## config.mk

```make
export PLATFORM = sky130hd
export DESIGN_NAME = status_branch_unit
export DESIGN_NICKNAME = d
export VERILOG_FILES = /design/src/rtl/status_branch_unit_pkg.sv /design/src/rtl/branch_cond_eval.sv /design/src/rtl/status_branch_unit.sv
export SDC_FILE = /design/constraint.sdc
export NUM_CORES = 1
export LEC_CHECK = 0
export CELL_PAD_IN_SITES_DETAIL_PLACEMENT = 2
export CELL_PAD_IN_SITES_GLOBAL_PLACEMENT = 2
export CORE_AREA = 5 5 159 161
export CTS_CLUSTER_DIAMETER = 120
export DETAILED_ROUTE_END_ITERATION = 10
export DIE_AREA = 0 0 164 166
export PLACE_DENSITY_LB_ADDON = 0.1
export SLEW_MARGIN = 5
export SYNTH_ARGS = -nofsm -noshare
export SYNTH_HDL_FRONTEND = slang
export SYNTH_HIERARCHICAL = 1
export SYNTH_SLANG_ARGS = --single-unit
```

## constraint.sdc

```tcl
create_clock -name clk -period 6.1 [get_ports clk]
set_clock_uncertainty 0.15 [all_clocks]
set_input_delay 1.22 -clock clk [delete_from_list [all_inputs] [get_ports clk]]
set_output_delay 1.22 -clock clk [all_outputs]
set_load 0.05 [all_outputs]
```

## src/rtl/status_branch_unit_pkg.sv

```systemverilog
// Shared status-flag bit positions, branch condition codes and FSM encodings
// for the status branch unit and anything decoding ALU status.
package status_branch_unit_pkg;

  localparam int STS_ZERO = 2;
  localparam int STS_NEG  = 1;
  localparam int STS_OVF  = 0;

  localparam logic [2:0] COND_BZ  = 3'b000;
  localparam logic [2:0] COND_BNZ = 3'b001;
  localparam logic [2:0] COND_BN  = 3'b010;
  localparam logic [2:0] COND_BNN = 3'b011;
  localparam logic [2:0] COND_BO  = 3'b100;
  localparam logic [2:0] COND_BNO = 3'b101;
  localparam logic [2:0] COND_J   = 3'b110;
  localparam logic [2:0] COND_JR  = 3'b111;

  typedef enum logic [1:0] {
    ST_IDLE = 2'd0,
    ST_EVAL = 2'd1,
    ST_DONE = 2'd2
  } state_t;

  // JR is the only condition whose target comes from a register.
  function automatic logic cond_uses_reg(input logic [2:0] cond);
    return cond == COND_JR;
  endfunction

endpackage

```

## src/rtl/branch_cond_eval.sv

```systemverilog
// Combinational branch condition resolver: decides taken/not-taken from the
// latched status flags and the condition code.
module branch_cond_eval
  import status_branch_unit_pkg::*;
(
  input  logic [2:0] i_flags,
  input  logic [2:0] i_cond,
  output logic       o_taken
);

  logic w_zero;
  logic w_neg;
  logic w_ovf;

  assign w_zero = i_flags[STS_ZERO];
  assign w_neg  = i_flags[STS_NEG];
  assign w_ovf  = i_flags[STS_OVF];

  always_comb begin
    o_taken = 1'b0;
    case (i_cond)
      COND_BZ:  o_taken = w_zero;
      COND_BNZ: o_taken = !w_zero;
      COND_BN:  o_taken = w_neg;
      COND_BNN: o_taken = !w_neg;
      COND_BO:  o_taken = w_ovf;
      COND_BNO: o_taken = !w_ovf;
      COND_J:   o_taken = 1'b1;
      COND_JR:  o_taken = 1'b1;
      default:  o_taken = 1'b0;
    endcase
  end

endmodule

```

## src/rtl/status_branch_unit.sv

```systemverilog
// Status register plus a single-request branch resolver: IDLE -> EVAL -> DONE,
// with a held redirect to fetch for taken branches.
module status_branch_unit
  import status_branch_unit_pkg::*;
#(
  parameter int WIDTH        = 32,
  parameter int OFFSET_SHIFT = 2
) (
  input  logic             clk,
  input  logic             rst,
  input  logic [2:0]       sts_in,
  input  logic             stswrite,
  input  logic             br_valid,
  output logic             br_ready,
  input  logic [2:0]       br_cond,
  input  logic [WIDTH-1:0] pc_plus4,
  input  logic [WIDTH-1:0] br_offset,
  input  logic [WIDTH-1:0] reg_target,
  input  logic             flush,
  output logic             br_done,
  output logic             take,
  output logic             redirect_valid,
  input  logic             redirect_ready,
  output logic [WIDTH-1:0] target,
  output logic [2:0]       status_q,
  output state_t           dbg_state
);

  // Handshakes: a request transfers on an edge with br_valid && br_ready and
  // no flush; a redirect transfers on an edge with redirect_valid &&
  // redirect_ready. redirect_valid and target stay stable until it transfers.

  state_t           r_state;
  state_t           w_next;
  logic [2:0]       r_status;
  logic [2:0]       r_flags;
  logic [2:0]       r_cond;
  logic [WIDTH-1:0] r_pc4;
  logic [WIDTH-1:0] r_off;
  logic [WIDTH-1:0] r_regt;
  logic             r_done;
  logic             r_take;
  logic             r_rv;
  logic [WIDTH-1:0] r_target;

  logic             w_accept;
  logic             w_taken;
  logic [WIDTH-1:0] w_rel_target;
  logic [WIDTH-1:0] w_target;
  logic             w_leave_done;

  assign w_accept = br_valid && (r_state == ST_IDLE) && !flush;

  always_ff @(posedge clk or posedge rst) begin
    if (rst) begin
      r_status <= 3'b000;
    end else if (stswrite) begin
      r_status <= sts_in;
    end
  end

  // Flags are snapshotted at accept; a same-cycle status write is forwarded.
  always_ff @(posedge clk or posedge rst) begin
    if (rst) begin
      r_flags <= 3'b000;
      r_cond  <= 3'b000;
      r_pc4   <= '0;
      r_off   <= '0;
      r_regt  <= '0;
    end else if (w_accept) begin
      r_flags <= stswrite ? sts_in : r_status;
      r_cond  <= br_cond;
      r_pc4   <= pc_plus4;
      r_off   <= br_offset;
      r_regt  <= reg_target;
    end
  end

  branch_cond_eval u_eval (
    .i_flags (r_flags),
    .i_cond  (r_cond),
    .o_taken (w_taken)
  );

  assign w_rel_target = r_pc4 + (r_off << OFFSET_SHIFT);
  assign w_target     = cond_uses_reg(r_cond) ? r_regt : w_rel_target;

  always_ff @(posedge clk or posedge rst) begin
    if (rst) begin
      r_state <= ST_IDLE;
    end else begin
      r_state <= w_next;
    end
  end

  always_comb begin
    w_next = r_state;
    if (flush) begin
      w_next = ST_IDLE;
    end else begin
      case (r_state)
        ST_IDLE: if (br_valid) w_next = ST_EVAL;
        ST_EVAL: w_next = ST_DONE;
        ST_DONE: if (!r_take || redirect_ready) w_next = ST_IDLE;
        default: w_next = ST_IDLE;
      endcase
    end
  end

  assign w_leave_done = (r_state == ST_DONE) && (w_next == ST_IDLE);

  always_ff @(posedge clk or posedge rst) begin
    if (rst) begin
      r_done   <= 1'b0;
      r_take   <= 1'b0;
      r_rv     <= 1'b0;
      r_target <= '0;
    end else begin
      r_done <= (r_state == ST_EVAL) && !flush;
      if (flush) begin
        r_rv <= 1'b0;
      end else if (r_state == ST_EVAL) begin
        r_rv <= w_taken;
      end else if (r_rv && redirect_ready) begin
        r_rv <= 1'b0;
      end
      if ((r_state == ST_EVAL) && !flush) begin
        r_take   <= w_taken;
        r_target <= w_target;
      end else if (w_leave_done) begin
        r_take <= 1'b0;
      end
    end
  end

  assign br_ready       = (r_state == ST_IDLE);
  assign br_done        = r_done;
  assign take           = r_take;
  assign redirect_valid = r_rv;
  assign target         = r_target;
  assign status_q       = r_status;
  assign dbg_state      = r_state;

endmodule

```

==> results of run 1 <==
==> cell usage after synthesis, types with 2 or more instances <==
| cell type | number | area share |
|---|---|---|
| clkbuf_1 | 20 | 0.011 |
| a22oi_1 | 5 | 0.0054 |
| nor2b_1 | 6 | 0.0054 |
| a21boi_0 | 3 | 0.0032 |
| xor2_1 | 10 | 0.012 |
| o21ai_1 | 3 | 0.0021 |
| o21a_1 | 5 | 0.0054 |
| or2_2 | 2 | 0.0018 |
| buf_1 | 5 | 0.0027 |
| mux2_2 | 103 | 0.17 |
| nand2_1 | 54 | 0.029 |
| and2_1 | 2 | 0.0018 |
| dfrtp_1 | 140 | 0.50 |
| a31oi_1 | 9 | 0.0080 |
| a21o_1 | 11 | 0.012 |
| and3_1 | 5 | 0.0045 |
| inv_1 | 9 | 0.0048 |
| mux2i_1 | 5 | 0.0071 |
| a21oi_1 | 47 | 0.034 |
| a211oi_1 | 7 | 0.0075 |
| o21ai_0 | 28 | 0.020 |
| nor3b_1 | 3 | 0.0032 |
| nor2_1 | 41 | 0.022 |
| ha_1 | 29 | 0.052 |
| o211ai_1 | 5 | 0.0054 |
| o21ai_2 | 2 | 0.0025 |
| nand2b_1 | 3 | 0.0027 |
| nand3_1 | 7 | 0.0050 |
| nor3_1 | 4 | 0.0029 |
| o21bai_1 | 2 | 0.0021 |
| or3_1 | 2 | 0.0018 |
| xnor2_1 | 15 | 0.019 |
| a21oi_2 | 4 | 0.0050 |
==> how the worst max path moves through the flow <==
stage	from	endpoint	slack (ns)	depth (start not counted)
2_1_floorplan	rst	br_done$_DFF_PP0_	0.98	1
3_3_place_gp	flush	target[31]$_DFFE_PP0P_	2.24	7
3_5_place_dp	flush	target[31]$_DFFE_PP0P_	2.14	7
4_1_cts	flush	target[31]$_DFFE_PP0P_	2.59	7
5_1_grt	flush	target[31]$_DFFE_PP0P_	2.40	7
6_report	flush	target[31]$_DFFE_PP0P_	2.64	7
==> final cells by class <==
class | count | share of cell area
clock buffer | 19 | 0.0461
clock inverter | 13 | 0.0149
inverter | 10 | 0.00453
multi-input combinational | 443 | 0.359
sequential | 140 | 0.373
tap | 324 | 0.0431
timing repair buffer | 150 | 0.160
==> metrics by stage <==
| stage | power (mW) | instances |
|---|---|---|
| 3_5_place_dp | 3.20 | 1067 |
| 2_1_floorplan | 2.57 | 619 |
| 6_report | 4.20 | 1099 |
| 3_3_place_gp | 3.14 | 1067 |
| 5_1_grt | 4.47 | 1099 |
| 4_1_cts | 4.28 | 1099 |
==> flip-flops by register name (all words and copies together) (netlist names) <==
register        cells
r_cond              3
target             32
redirect_valid      1
r_off              30
r_pc4              32
br_done             1
dbg_state           2
r_flags             3
status_q            3
r_regt             32
take                1
==> cell families after synthesis <==
| group | count (synthesis) | synth area share |
|---|---|---|
| flip-flops | 140 | 0.500 |
| AND/OR/NAND/NOR | 135 | 0.0877 |
| multiplexers | 109 | 0.175 |
| XOR/XNOR | 25 | 0.0312 |
| adder cells (fa/ha/maj) | 30 | 0.0546 |
| AO/OA/AOI/OAI | 144 | 0.131 |
| buffers and inverters | 36 | 0.0204 |
==> worst max-delay path, delay by kind of cell <==
kind	cells	cell delay [ns]
AND/OR/NAND/NOR	2	0.84
AO/OA/AOI/OAI	1	0.27
buffers and inverters	3	1.19
multiplexers	1	0.07
==> power groups by stage <==
stage	Clock [mW]	Sequential [mW]	Combinational, mW
3_3_place_gp	0	1.33	1.81
2_1_floorplan	0	1.67	0.897
3_5_place_dp	0	1.35	1.85
5_1_grt	1.11	1.36	2.00
6_report	1.03	1.33	1.84
4_1_cts	1.07	1.33	1.87
==> cell usage in the layout, fill, tap and decap left out, types with 6 or more instances in the layout <==
master | synthesis | final
clkdlybuf4s50_1 | 0 | 146
dfrtp_1 | 140 | 140
mux2_2 | 103 | 103
nand2_1 | 54 | 54
a21oi_1 | 47 | 47
nor2_1 | 41 | 41
ha_1 | 29 | 29
o21ai_0 | 28 | 28
clkbuf_16 | 0 | 17
xnor2_1 | 15 | 15
a21o_1 | 11 | 11
xor2_1 | 10 | 10
a31oi_1 | 9 | 9
inv_1 | 9 | 8
nand3_1 | 7 | 7
a211oi_1 | 7 | 7
nor2b_1 | 6 | 6
==> layer usage <==
layer | vias to the layer above | global-route usage | share of wire
li1 | 2508 | - | -
met1 | 2680 | 0.202 | 0.46
met2 | 99 | 0.263 | 0.49
met3 | 19 | 0.0382 | 0.039
met4 | 0 | 0.0408 | 0.014
met5 | - | 0 | 0
==> metrics.cfg, run 1 <==
[sta]
hold_viol=0
fin_hold_ws_ns=0.354
fmax_ghz=0.289
setup-violations-final=0
rsz0062_at_grt=false
timing.final.crit_share=0.567
worst_slack_ns=2.64
max_slew_margin=0.360
layout_min_cycle_time_ns=3.46
worst-slew-pin-transition_ns=0.961
fin_tns_setup_ns=0
drv_slew=0

[cells_and_area]
area_delta_synth_final_pct=34.1
layout.nets=900
ff_latch_area_um2=3500
fin_util=0.395
nFillCells=2550
drive_above_1_share=0.200
final_area_um2=9400
diodes=0
multi_input_area_um2=3370

[route]
viasPerCell=4.83
num_vias=5306
detail_route.wirelength_mm=20.7
ant_nets=0
dr.first_iter.drc_count=156
drc=0
post_drt_wl_per_cell_um=18.9
drt-pass1-iter-count=4

[critical_path]
max_stage_delay_ns=0.74
cp-start-kind=primary input
crit_path_max_fanout=41
rr_worst_depth=11
crit_slowest_cell=or2_2
critPathKind=in2reg
rr_endpoint=target[30]$_DFFE_PP0P_
cp_data_arrival_time_ns=3.61
cp-end-kind=register
ff2ff_setup_slack_ns=3.07
cp_cell_sequence=clkdlybuf4s50_1 > or2_2 > clkinv_1 > buf_4 > nand3_1 > mux2i_1 > a221o_1
r2r-start=r_off[0]$_DFFE_PP0P_
cp_data_required_time_ns=6.25

[clock_tree]
cts_root_buffer=clkbuf_16
cts_tree=yes
ctsResizeCount=0
numCtsBuffers=17
clockBufferDepth=2
htreeDepth=4
cts.sinks=140
post_cts_buffers=0
cts_hold_buf=0
worstSkewPairLatency_ns=0.43
path_clk_slew_ns=0.07

[power_and_ir_drop]
ir_drop_v=0.000147
pwr-share-seq=0.316
p_clk_frac=0.246
switching_share=0.400
p_sw_mw=1.68
leakage_nw=3.92
p_comb_frac=0.438
power_per_cell_area_nw_per_um2=446
p_int_mw=2.52

[placement]
place_area_um2=8820
portBuffers=146
place_hpwl_mm=14.8
dp_slack_ns=2.14
place_congestion=0.763

[die]
start_util=0.294
die_w_um=164
ios=149
rows=57
die_h_um=166
dieArea_um2=27200
core_um2=23800

[synth]
synth_area_um2=7010
async_flop_share=1.00
yosysWarnings=6
syn_inst=619
yosys_most_used_dff=dfrtp_1
postSynthAreaPerCell_um2=11.3
syn-num-nets=757
synth-seq-cells=140
synth_cell_type_count=56
synth-seq-area-share=0.500
synth_edf_count=0

[hold_path]
holdCritStartpoint=target[6]$_DFFE_PP0P_
hold_class=reg2reg
hold_end=target[6]$_DFFE_PP0P_
hold_depth=2

[global_route]
grt_max_degree=102
grt.total_usage=0.157
antenna_found_initial=0
grt_overflow=0
grt_first_pass_wirelength_mm=33.7
grt_pass1_vias=6186

[job]
drv_cap=0

[outcome]
outcome=completed

Note: power is estimated with default switching activity, not from simulation.
==> run 2: changes to the inputs <==
==> constraint.sdc (replaced) <==
create_clock -name clk -period 2.9 [get_ports clk]
set_clock_uncertainty 0.15 [all_clocks]
set_input_delay 0.58 -clock clk [delete_from_list [all_inputs] [get_ports clk]]
set_output_delay 0.58 -clock clk [all_outputs]
set_load 0.05 [all_outputs]
==> run 2 against run 1 <==
  * Non-clock buffer count up 20
  * Cell count up 1.8%
  * Clock power up 120%
  * Critical path depth up 3
  * Register-to-register slack worse by 3.0 ns
  * Worst hold slack worse by 0.024 ns
  * Core utilization up 1.2 points
  * Via count up 1.4%
  * Sequential share of layout area down 1.1 points
==> metrics.cfg, run 2 (same netlist as run 1, synthesis figures left out) <==
[clock_tree]
worstSkewPairLatency_ns=0.42  ; about the same
htreeDepth=4  ; unchanged
cts_hold_buf=0  ; unchanged
clockBufferDepth=2  ; unchanged
path_clk_slew_ns=0.06  ; about the same
cts_tree=yes
cts.sinks=140  ; unchanged
cts_root_buffer=clkbuf_16
numCtsBuffers=17  ; unchanged

[route]
viasPerCell=4.81  ; -0.40%
drt-pass1-iter-count=4  ; unchanged
detail_route.wirelength_mm=21.2  ; +2.0%
num_vias=5381  ; +1.4%
drc=0  ; unchanged
post_drt_wl_per_cell_um=18.9  ; +0.20%
dr.first_iter.drc_count=186  ; +19%
ant_nets=0  ; unchanged

[cells_and_area]
diodes=0  ; unchanged
drive_above_1_share=0.245  ; +0.0453
area_delta_synth_final_pct=38.1
final_cells=1119  ; +1.8%
layout.nets=920  ; +2.2%
fin_util=0.406  ; +0.0117
final_common_cell=clkdlybuf4s50_1
layout_common_cells=clkdlybuf4s50_1 (146), dfrtp_1 (140), mux2_2 (103)

[sta]
layout_min_cycle_time_ns=2.80
drv_slew=0  ; unchanged
fmax_ghz=0.358
max_slew_margin=0.437  ; +0.0773
rsz0062_at_grt=true
timing.final.crit_share=0.964
worst_slack_ns=0.104  ; -2.54 ns
worst-slew-pin-transition_ns=0.845  ; -0.116 ns
hold_viol=0  ; unchanged
fin_tns_setup_ns=0  ; unchanged
setup-violations-final=0  ; unchanged

[die]
dieArea_um2=27200  ; unchanged
die_w_um=164  ; unchanged
ios=149  ; unchanged
die_h_um=166  ; unchanged
core_um2=23800  ; unchanged
rows=57  ; unchanged
start_util=0.294  ; unchanged

[power_and_ir_drop]
p_comb_frac=0.450  ; +0.012
power_per_cell_area_nw_per_um2=940  ; +110%
p_int_mw=5.49  ; +120%
p_sw_mw=3.61  ; +120%
ir_drop_v=0.000293  ; +99%
p_clk_frac=0.245  ; about the same
switching_share=0.397  ; -0.00296
leakage_nw=4.03  ; +2.6%
pwr-share-seq=0.306  ; -0.010

[critical_path]
cp-start-kind=register
cp_data_arrival_time_ns=2.94  ; -0.67 ns
ff2ff_setup_slack_ns=0.10  ; -2.97 ns
cp_data_required_time_ns=3.05  ; -3.20 ns
max_stage_delay_ns=0.39  ; -0.35 ns
crit_path_max_fanout=5  ; -88%
critPathKind=reg2reg
crit_slowest_cell=dfrtp_1
cp-end-kind=register
cp_cell_sequence=ha_1 > a21oi_1 > o21ai_0 > nor2_2 > o21ai_2 > o21ba_2 > a41oi_2 > o211ai_1 > mux2i_1 > nand2_1

[placement]
place_congestion=0.793  ; +4.0%
portBuffers=146  ; unchanged
dp_slack_ns=-0.0425  ; -2.18 ns
dp_cells=1083  ; +1.5%
place_hpwl_mm=15.7  ; +6.2%

[global_route]
antenna_found_initial=0  ; unchanged
grt_first_pass_wirelength_mm=34.7  ; +2.7%
grt_pass1_vias=6312  ; +2.0%
grt_max_degree=141  ; +38%
grt.total_usage=0.159  ; +0.00269
grt_overflow=0  ; unchanged

[hold_path]
hold_class=reg2reg

[job]
drv_cap=0  ; unchanged

[outcome]
outcome=completed

## run 2: timing repair
| action | in CTS | in global routing |
|---|---|---|
| resized for setup | 3 | 16 |
| pin swaps | 0 | 6 |
| setup buffers | 0 | 4 |
| endpoints found under the setup margin | 4 | 14 |
## run 2: through the flow
stage / power, mW / hold WS [ns] / instance area, um^2
finish: 9.10 / 0.330 / 9680
global route: 9.69 / 0.373 / 9680
CTS: 9.15 / 0.338 / 9580
detailed placement: 6.83 / 0.325 / 8970
global placement: 6.69 / 0.321 / 8970
floorplan: 5.40 / 0.315 / 7010
## run 2: worst max-delay path, delay by kind of cell, from the launching register on
family / cells / cell delay [ns]
DFF: 1 / 0.39
AOI/OAI and AO/OA: 6 / 1.36
muxes: 1 / 0.24
and+or+nand+nor: 2 / 0.17
adders and majority gates: 1 / 0.37
## run 2: layer usage
metal / part of all wire / GRT usage / vias up / wire [um]
li1: - / - / 2541 / -
met1: 0.46 / 0.209 / 2726 / 9650
met2: 0.50 / 0.268 / 95 / 10500
met3: 0.034 / 0.0318 / 19 / 721
met4: 0.012 / 0.0427 / 0 / 246
met5: 0 / 0 / - / 0
## run 2: area by class of cell
| cell class | count | area (um^2) |
|---|---|---|
| fillers | 2539 | 14100 |
| inverters | 10 | 41.3 |
| clock buffers | 20 | 457 |
| well taps | 324 | 405 |
| multi-input cells | 443 | 3460 |
| flip-flops and latches | 140 | 3500 |
| clock inverters | 12 | 135 |
| repair buffers | 170 | 1680 |
## run 2: power by group through the flow
| stage | registers, mW | logic [mW] | clock network, mW |
|---|---|---|---|
| 2_1_floorplan | 3.51 | 1.89 | 0 |
| 3_3_place_gp | 2.79 | 3.89 | 0 |
| 3_5_place_dp | 2.83 | 4.00 | 0 |
| 4_1_cts | 2.79 | 4.06 | 2.30 |
| 5_1_grt | 2.85 | 4.44 | 2.39 |
| 6_report | 2.78 | 4.09 | 2.22 |
## run 2: path summary, 6_finish.rpt
kind,end,from,cells after the start
min in group asynchronous,r_flags[0]$_DFFE_PP0P_,rst,3
max in group asynchronous,r_off[17]$_DFFE_PP0P_,rst,3
max,target[30]$_DFFE_PP0P_,r_pc4[6]$_DFFE_PP0P_,10
min,target[14]$_DFFE_PP0P_,target[14]$_DFFE_PP0P_,2
min reg2reg,target[14]$_DFFE_PP0P_,target[14]$_DFFE_PP0P_,2
max reg2reg,target[30]$_DFFE_PP0P_,r_pc4[6]$_DFFE_PP0P_,10
